$ cat config.mk
export PLATFORM = sky130hd
export DESIGN_NAME = uart_tx_arbiter
export DESIGN_NICKNAME = d
export VERILOG_FILES = /design/src/rtl/uart_pkg.sv /design/src/rtl/rr_picker.sv /design/src/rtl/uart_tx_arbiter.sv
export SDC_FILE = /design/constraint.sdc
export NUM_CORES = 1
export LEC_CHECK = 0
export BUFFER_PORTS_ARGS = -buffer_cell sky130_fd_sc_hd__buf_2
export CAP_MARGIN = 25
export CORE_MARGIN = 3
export CORE_UTILIZATION = 45
export CTS_CLUSTER_DIAMETER = 120
export DETAILED_ROUTE_END_ITERATION = 12
export PLACE_DENSITY = 0.7
export RECOVER_POWER = 50
export REMOVE_ABC_BUFFERS = 1
export SETUP_SLACK_MARGIN = 0.1
export SYNTH_ARGS = -nofsm -noshare
export SYNTH_HDL_FRONTEND = slang
export SYNTH_SLANG_ARGS = --single-unit
$ cat constraint.sdc
create_clock -name clk -period 2.35 [get_ports clk]
set_input_delay 0.235 -clock clk [delete_from_list [all_inputs] [get_ports clk]]
set_output_delay 0.235 -clock clk [all_outputs]
set_load 0.02 [all_outputs]
$ cat src/rtl/uart_pkg.sv
// Shared definitions for the UART transmit arbiter: FSM encoding,
// default byte width and a constant-safe ceil(log2) helper.
package uart_pkg;

  typedef enum logic [1:0] {
    IDLE      = 2'd0,
    LAUNCH    = 2'd1,
    WAIT_DONE = 2'd2
  } state_t;

  localparam int DEF_DATA_W = 8;

  // ceil(log2(value)); usable in parameter and port-width expressions.
  function automatic int clog2(input int value);
    int r;
    r = 0;
    for (int i = 0; i < 31; i++) begin
      if ((1 << i) < value) r = i + 1;
    end
    return r;
  endfunction

endpackage

$ cat src/rtl/rr_picker.sv
// Combinational round-robin selector: returns the first asserted request
// found scanning upward from rr_ptr, wrapping past NUM_REQ-1 back to 0.
module rr_picker
  import uart_pkg::*;
#(
  parameter int NUM_REQ = 4,
  parameter int ID_W    = clog2(NUM_REQ)
) (
  input  logic [NUM_REQ-1:0] req,
  input  logic [ID_W-1:0]    rr_ptr,
  output logic               valid,
  output logic [ID_W-1:0]    idx
);

  logic [ID_W-1:0] slot;

  // Scan offsets from farthest to nearest so the nearest hit to rr_ptr wins.
  always_comb begin
    valid = 1'b0;
    idx   = '0;
    slot  = '0;
    for (int i = NUM_REQ - 1; i >= 0; i--) begin
      slot = ID_W'((int'(rr_ptr) + i) % NUM_REQ);
      if (req[slot]) begin
        valid = 1'b1;
        idx   = slot;
      end
    end
  end

endmodule

$ cat src/rtl/uart_tx_arbiter.sv
// Round-robin arbiter sharing one UART transmitter between NUM_REQ clients.
// A granted byte is presented on TX_Data with transmit held high until the
// (slower) transmitter answers with busy; the client is then acked and the
// arbiter waits for busy to fall before granting again. A transmitter that
// never answers within START_TIMEOUT cycles raises timeout_err.
module uart_tx_arbiter
  import uart_pkg::*;
#(
  parameter int NUM_REQ       = 4,
  parameter int DATA_W        = DEF_DATA_W,
  parameter int START_TIMEOUT = 65535
) (
  input  logic                       clk,
  input  logic                       reset,
  input  logic [NUM_REQ-1:0]         req,
  input  logic [NUM_REQ*DATA_W-1:0]  req_data,
  output logic [NUM_REQ-1:0]         ack,
  output logic [DATA_W-1:0]          TX_Data,
  output logic                       transmit,
  input  logic                       busy,
  output logic [clog2(NUM_REQ)-1:0]  active_id,
  output logic                       timeout_err,
  output logic                       idle
);

  localparam int ID_W  = clog2(NUM_REQ);
  localparam int CNT_W = (clog2(START_TIMEOUT) < 1) ? 1 : clog2(START_TIMEOUT);

  state_t              state, state_next;
  logic                busy_meta, busy_s;
  logic [ID_W-1:0]     rr_ptr, rr_ptr_next, active_id_next, pick_idx, ptr_after;
  logic                pick_valid;
  logic [DATA_W-1:0]   tx_data_next;
  logic                transmit_next, timeout_next;
  logic [NUM_REQ-1:0]  ack_next;
  logic [CNT_W-1:0]    cnt, cnt_next;

  rr_picker #(
    .NUM_REQ (NUM_REQ),
    .ID_W    (ID_W)
  ) picker (
    .req    (req),
    .rr_ptr (rr_ptr),
    .valid  (pick_valid),
    .idx    (pick_idx)
  );

  // busy synchronizer; left unreset so a frame still running through reset
  // is seen as busy immediately after reset releases.
  always_ff @(posedge clk) begin
    busy_meta <= busy;
    busy_s    <= busy_meta;
  end

  assign ptr_after = (active_id == ID_W'(NUM_REQ - 1)) ? '0 : active_id + ID_W'(1);
  assign idle      = (state == IDLE);

  // State and registered outputs.
  always_ff @(posedge clk or posedge reset) begin
    if (reset) begin
      state       <= IDLE;
      rr_ptr      <= '0;
      active_id   <= '0;
      TX_Data     <= '0;
      transmit    <= 1'b0;
      ack         <= '0;
      timeout_err <= 1'b0;
      cnt         <= '0;
    end else begin
      state       <= state_next;
      rr_ptr      <= rr_ptr_next;
      active_id   <= active_id_next;
      TX_Data     <= tx_data_next;
      transmit    <= transmit_next;
      ack         <= ack_next;
      timeout_err <= timeout_next;
      cnt         <= cnt_next;
    end
  end

  // Next-state and next-output logic; pulses and transmit default low.
  always_comb begin
    state_next     = state;
    rr_ptr_next    = rr_ptr;
    active_id_next = active_id;
    tx_data_next   = TX_Data;
    transmit_next  = 1'b0;
    ack_next       = '0;
    timeout_next   = 1'b0;
    cnt_next       = '0;
    case (state)
      IDLE: begin
        if (pick_valid && !busy_s) begin
          active_id_next = pick_idx;
          tx_data_next   = req_data[int'(pick_idx)*DATA_W +: DATA_W];
          state_next     = LAUNCH;
        end
      end
      LAUNCH: begin
        if (busy_s) begin
          ack_next    = {{(NUM_REQ-1){1'b0}}, 1'b1} << active_id;
          rr_ptr_next = ptr_after;
          state_next  = WAIT_DONE;
        end else if (transmit && (cnt == CNT_W'(START_TIMEOUT - 1))) begin
          // Transmitter never answered: drop this client's turn without ack.
          timeout_next = 1'b1;
          rr_ptr_next  = ptr_after;
          state_next   = IDLE;
        end else begin
          transmit_next = 1'b1;
          // Count only cycles where transmit is actually presented.
          cnt_next      = transmit ? cnt + CNT_W'(1) : cnt;
        end
      end
      WAIT_DONE: begin
        if (!busy_s) state_next = IDLE;
      end
      default: state_next = IDLE;
    endcase
  end

endmodule
==> impl_metrics.yaml <==
floorplanning:
  start_util: 0.484
  die_x_um: 72.7
  dieHeight_um: 72.7
  fp.coreArea_um2: 4140
  rows: 23
  top_level_ports: 56
  dieArea_um2: 5290
critical_path:
  crit_start: "rr_ptr[1]"
  arrival_ns: 2.08
  r2r_start: "rr_ptr[1]"
  reg2reg_to: "TX_Data[0]"
  r2r_slack_ns: 0.43
  reg2reg_depth: 6
  cp_data_required_time_ns: 2.51
  worstSetupPathType: "reg2reg"
  crit_fanout: 17
  setup.worst_path.start_class: "register"
  endpoint_kind: "register"
yosys:
  ys_warn_count: 0
  synth_area_leaders: "dfrtp_1, mux2i_1, xor2_1"
  syn_area_um2: 2000
  synth_top_area_frac: 0.449
  synth.distinct_cells: 40
  avgSynthCellArea_um2: 10.5
  synthCells: 190
  post-synth-top-area-cell: "dfrtp_1"
  synth_edf_count: 0
  async_flop_share: 0.947
  synth.most_common_cell: "dfrtp_1"
  synth_commonest_cells: "dfrtp_1, nor2_1, mux2i_1, nor3_1, xor2_1"
  ys_seq_elements: 38
  synth_top_flop_cell: "dfrtp_1"
  yosysSeqAreaShare: 0.469
global_routing:
  grt_pass1_wl_um: 6640
  use_met3: 0.0482
  grt_start_max_net_pins: 37
  grtUsageMet2: 0.231
  grt_util_all_layers: 0.157
  antenna_found_initial: 0
  grt_util_met1: 0.230
  top_usage_layer: "met2"
  grt_overflow_total: 0
  grt_pass1_vias: 1458
placed_design:
  pre_cts_ws_ns: 0.440
  gp_congestion: 0.798
  portBuffers: 55
  dp.final_hpwl_um: 2780
  post-place-cells: 291
clocking:
  clock_latency_ns: 0.27
  ctsResizeCount: 0
  cts_hold_buf: 0
  numCtsBuffers: 5
  cts_tree: "done"
  clockBufferDepth: 2
  clock-sinks: 38
  ctsHtreeMaxLevel: 2
  post_cts_buffers: 0
  path_clk_slew_ns: 0.07
  cts_root_buf: "clkbuf_8"
sta:
  tightestPinTransition_ns: 0.514
  hold_viol: 0
  setup_violations: 0
  rsz0062_at_grt: "no"
  period_share: 0.818
  tns_ns: 0
  finClkSkew_ns: 0.00258
  slew_headroom: 0.658
  fmax_mhz: 520
  finalCriticalPeriod_ns: 1.92
  setup_slack_ns: 0.428
  maxSlewViolCount: 0
worst_hold_path:
  hp-class: "in2async"
routing:
  remaining_drc_errors: 0
  vias: 1538
  viasPerCell: 5.14
  wl_per_cell_um: 12.6
  wirelength_um: 3780
  drtPass1Iterations: 4
  drt_iter0_markers: 104
  ant_nets: 0
cells_and_area:
  synthToLayoutAreaGrowth_pct: 19.4
  final_cells: 299
  diodes: 0
  fin_nets: 293
  drive_above_1_share: 0.285
pwr:
  powerDensity_nw_per_um2: 940
  peakVddDrop_mv: 0.456
  p_leak_nw: 1.22
run:
  maxCapViolations: 0
status:
  status: "finished, final reports clean"
-- critical path, stage by stage (launching register included) --
cell and delay, ns:
dfrtp_1 0.46, mux2_4 0.33, o221ai_2 0.15, buf_4 0.29
mux2i_1 0.23, nor3_1 0.06, a211o_1 0.27
-- layout by cell type (no fill, tap or decap), types with 2 or more instances in the layout --
cell / n
a211o_1: 8
a21oi_1: 4
and3_1: 5
and4_1: 2
buf_2: 51
buf_4: 4
clkbuf_1: 6
clkbuf_8: 6
dfrtp_1: 36
dfxtp_1: 2
ha_1: 6
inv_1: 6
inv_2: 2
mux2_1: 2
mux2i_1: 16
nand2_1: 10
nand3_1: 7
nand4_1: 4
nor2_1: 21
nor3_1: 16
o21ai_1: 2
xnor2_1: 3
xor2_1: 13
-- worst max path at each step --
stage	to	slack, ns
6_report	TX_Data[0]	0.43
5_1_grt	TX_Data[0]	0.29
4_1_cts	TX_Data[7]	0.41
3_5_place_dp	TX_Data[7]	0.44
3_3_place_gp	TX_Data[6]	0.46
2_1_floorplan	TX_Data[0]	0.17
-- metrics by stage --
| stage | hold slack (ns) | util | instance area [µm²] | power (mW) |
|---|---|---|---|---|
| finish | 0.0422 | 0.578 | 2390 | 2.25 |
| detailed placement | 0.319 | 0.558 | 2310 | 1.83 |
| global route | 0.0444 | 0.578 | 2390 | 2.41 |
| global placement | 0.312 | 0.558 | 2310 | 1.81 |
| CTS | 0.0518 | 0.580 | 2400 | 2.29 |
| floorplan | 0.263 | - | 1940 | 1.52 |
-- per-layer routing --
metal,wire length [µm],part of all wire
met1,1790,0.47
met2,1730,0.46
met3,233,0.062
met4,19,0.0050
met5,0,0
-- final cells by class --
type | count | area (µm²)
fill | 374 | 1750
multi-input combinational | 135 | 965
sequential | 38 | 941
timing repair buffer | 60 | 304
clock buffer | 7 | 86.3
tap | 50 | 62.6
inverter | 8 | 30.0
clock inverter | 1 | 5.00
-- flip-flops by register name, indices dropped and copies added, names as in the netlist --
name / flops
rr_ptr: 2
TX_Data: 8
busy_s: 1
ack: 4
transmit: 1
timeout_err: 1
cnt: 16
state: 2
active_id: 2
busy_meta: 1
-- kinds of logic (layout without fill, tap and decap cells) --
group	count (synthesis)	count (layout)	share of synthesized area
compound gates	22	22	0.0893
xor+xnor	16	16	0.0699
fa+ha+maj	6	6	0.0375
buf+inv	17	76	0.0493
flops	38	38	0.469
mux	19	19	0.0986
simple gates	72	72	0.186
-- report_power, final --
| part | total [mW] | internal, mW | switching [mW] |
|---|---|---|---|
| logic | 0.889 | 0.376 | 0.513 |
| clock network | 0.448 | 0.237 | 0.212 |
| registers | 0.913 | 0.788 | 0.125 |
| total | 2.25 | 1.40 | 0.850 |
No activity file was read; power rests on OpenSTA's default activity.
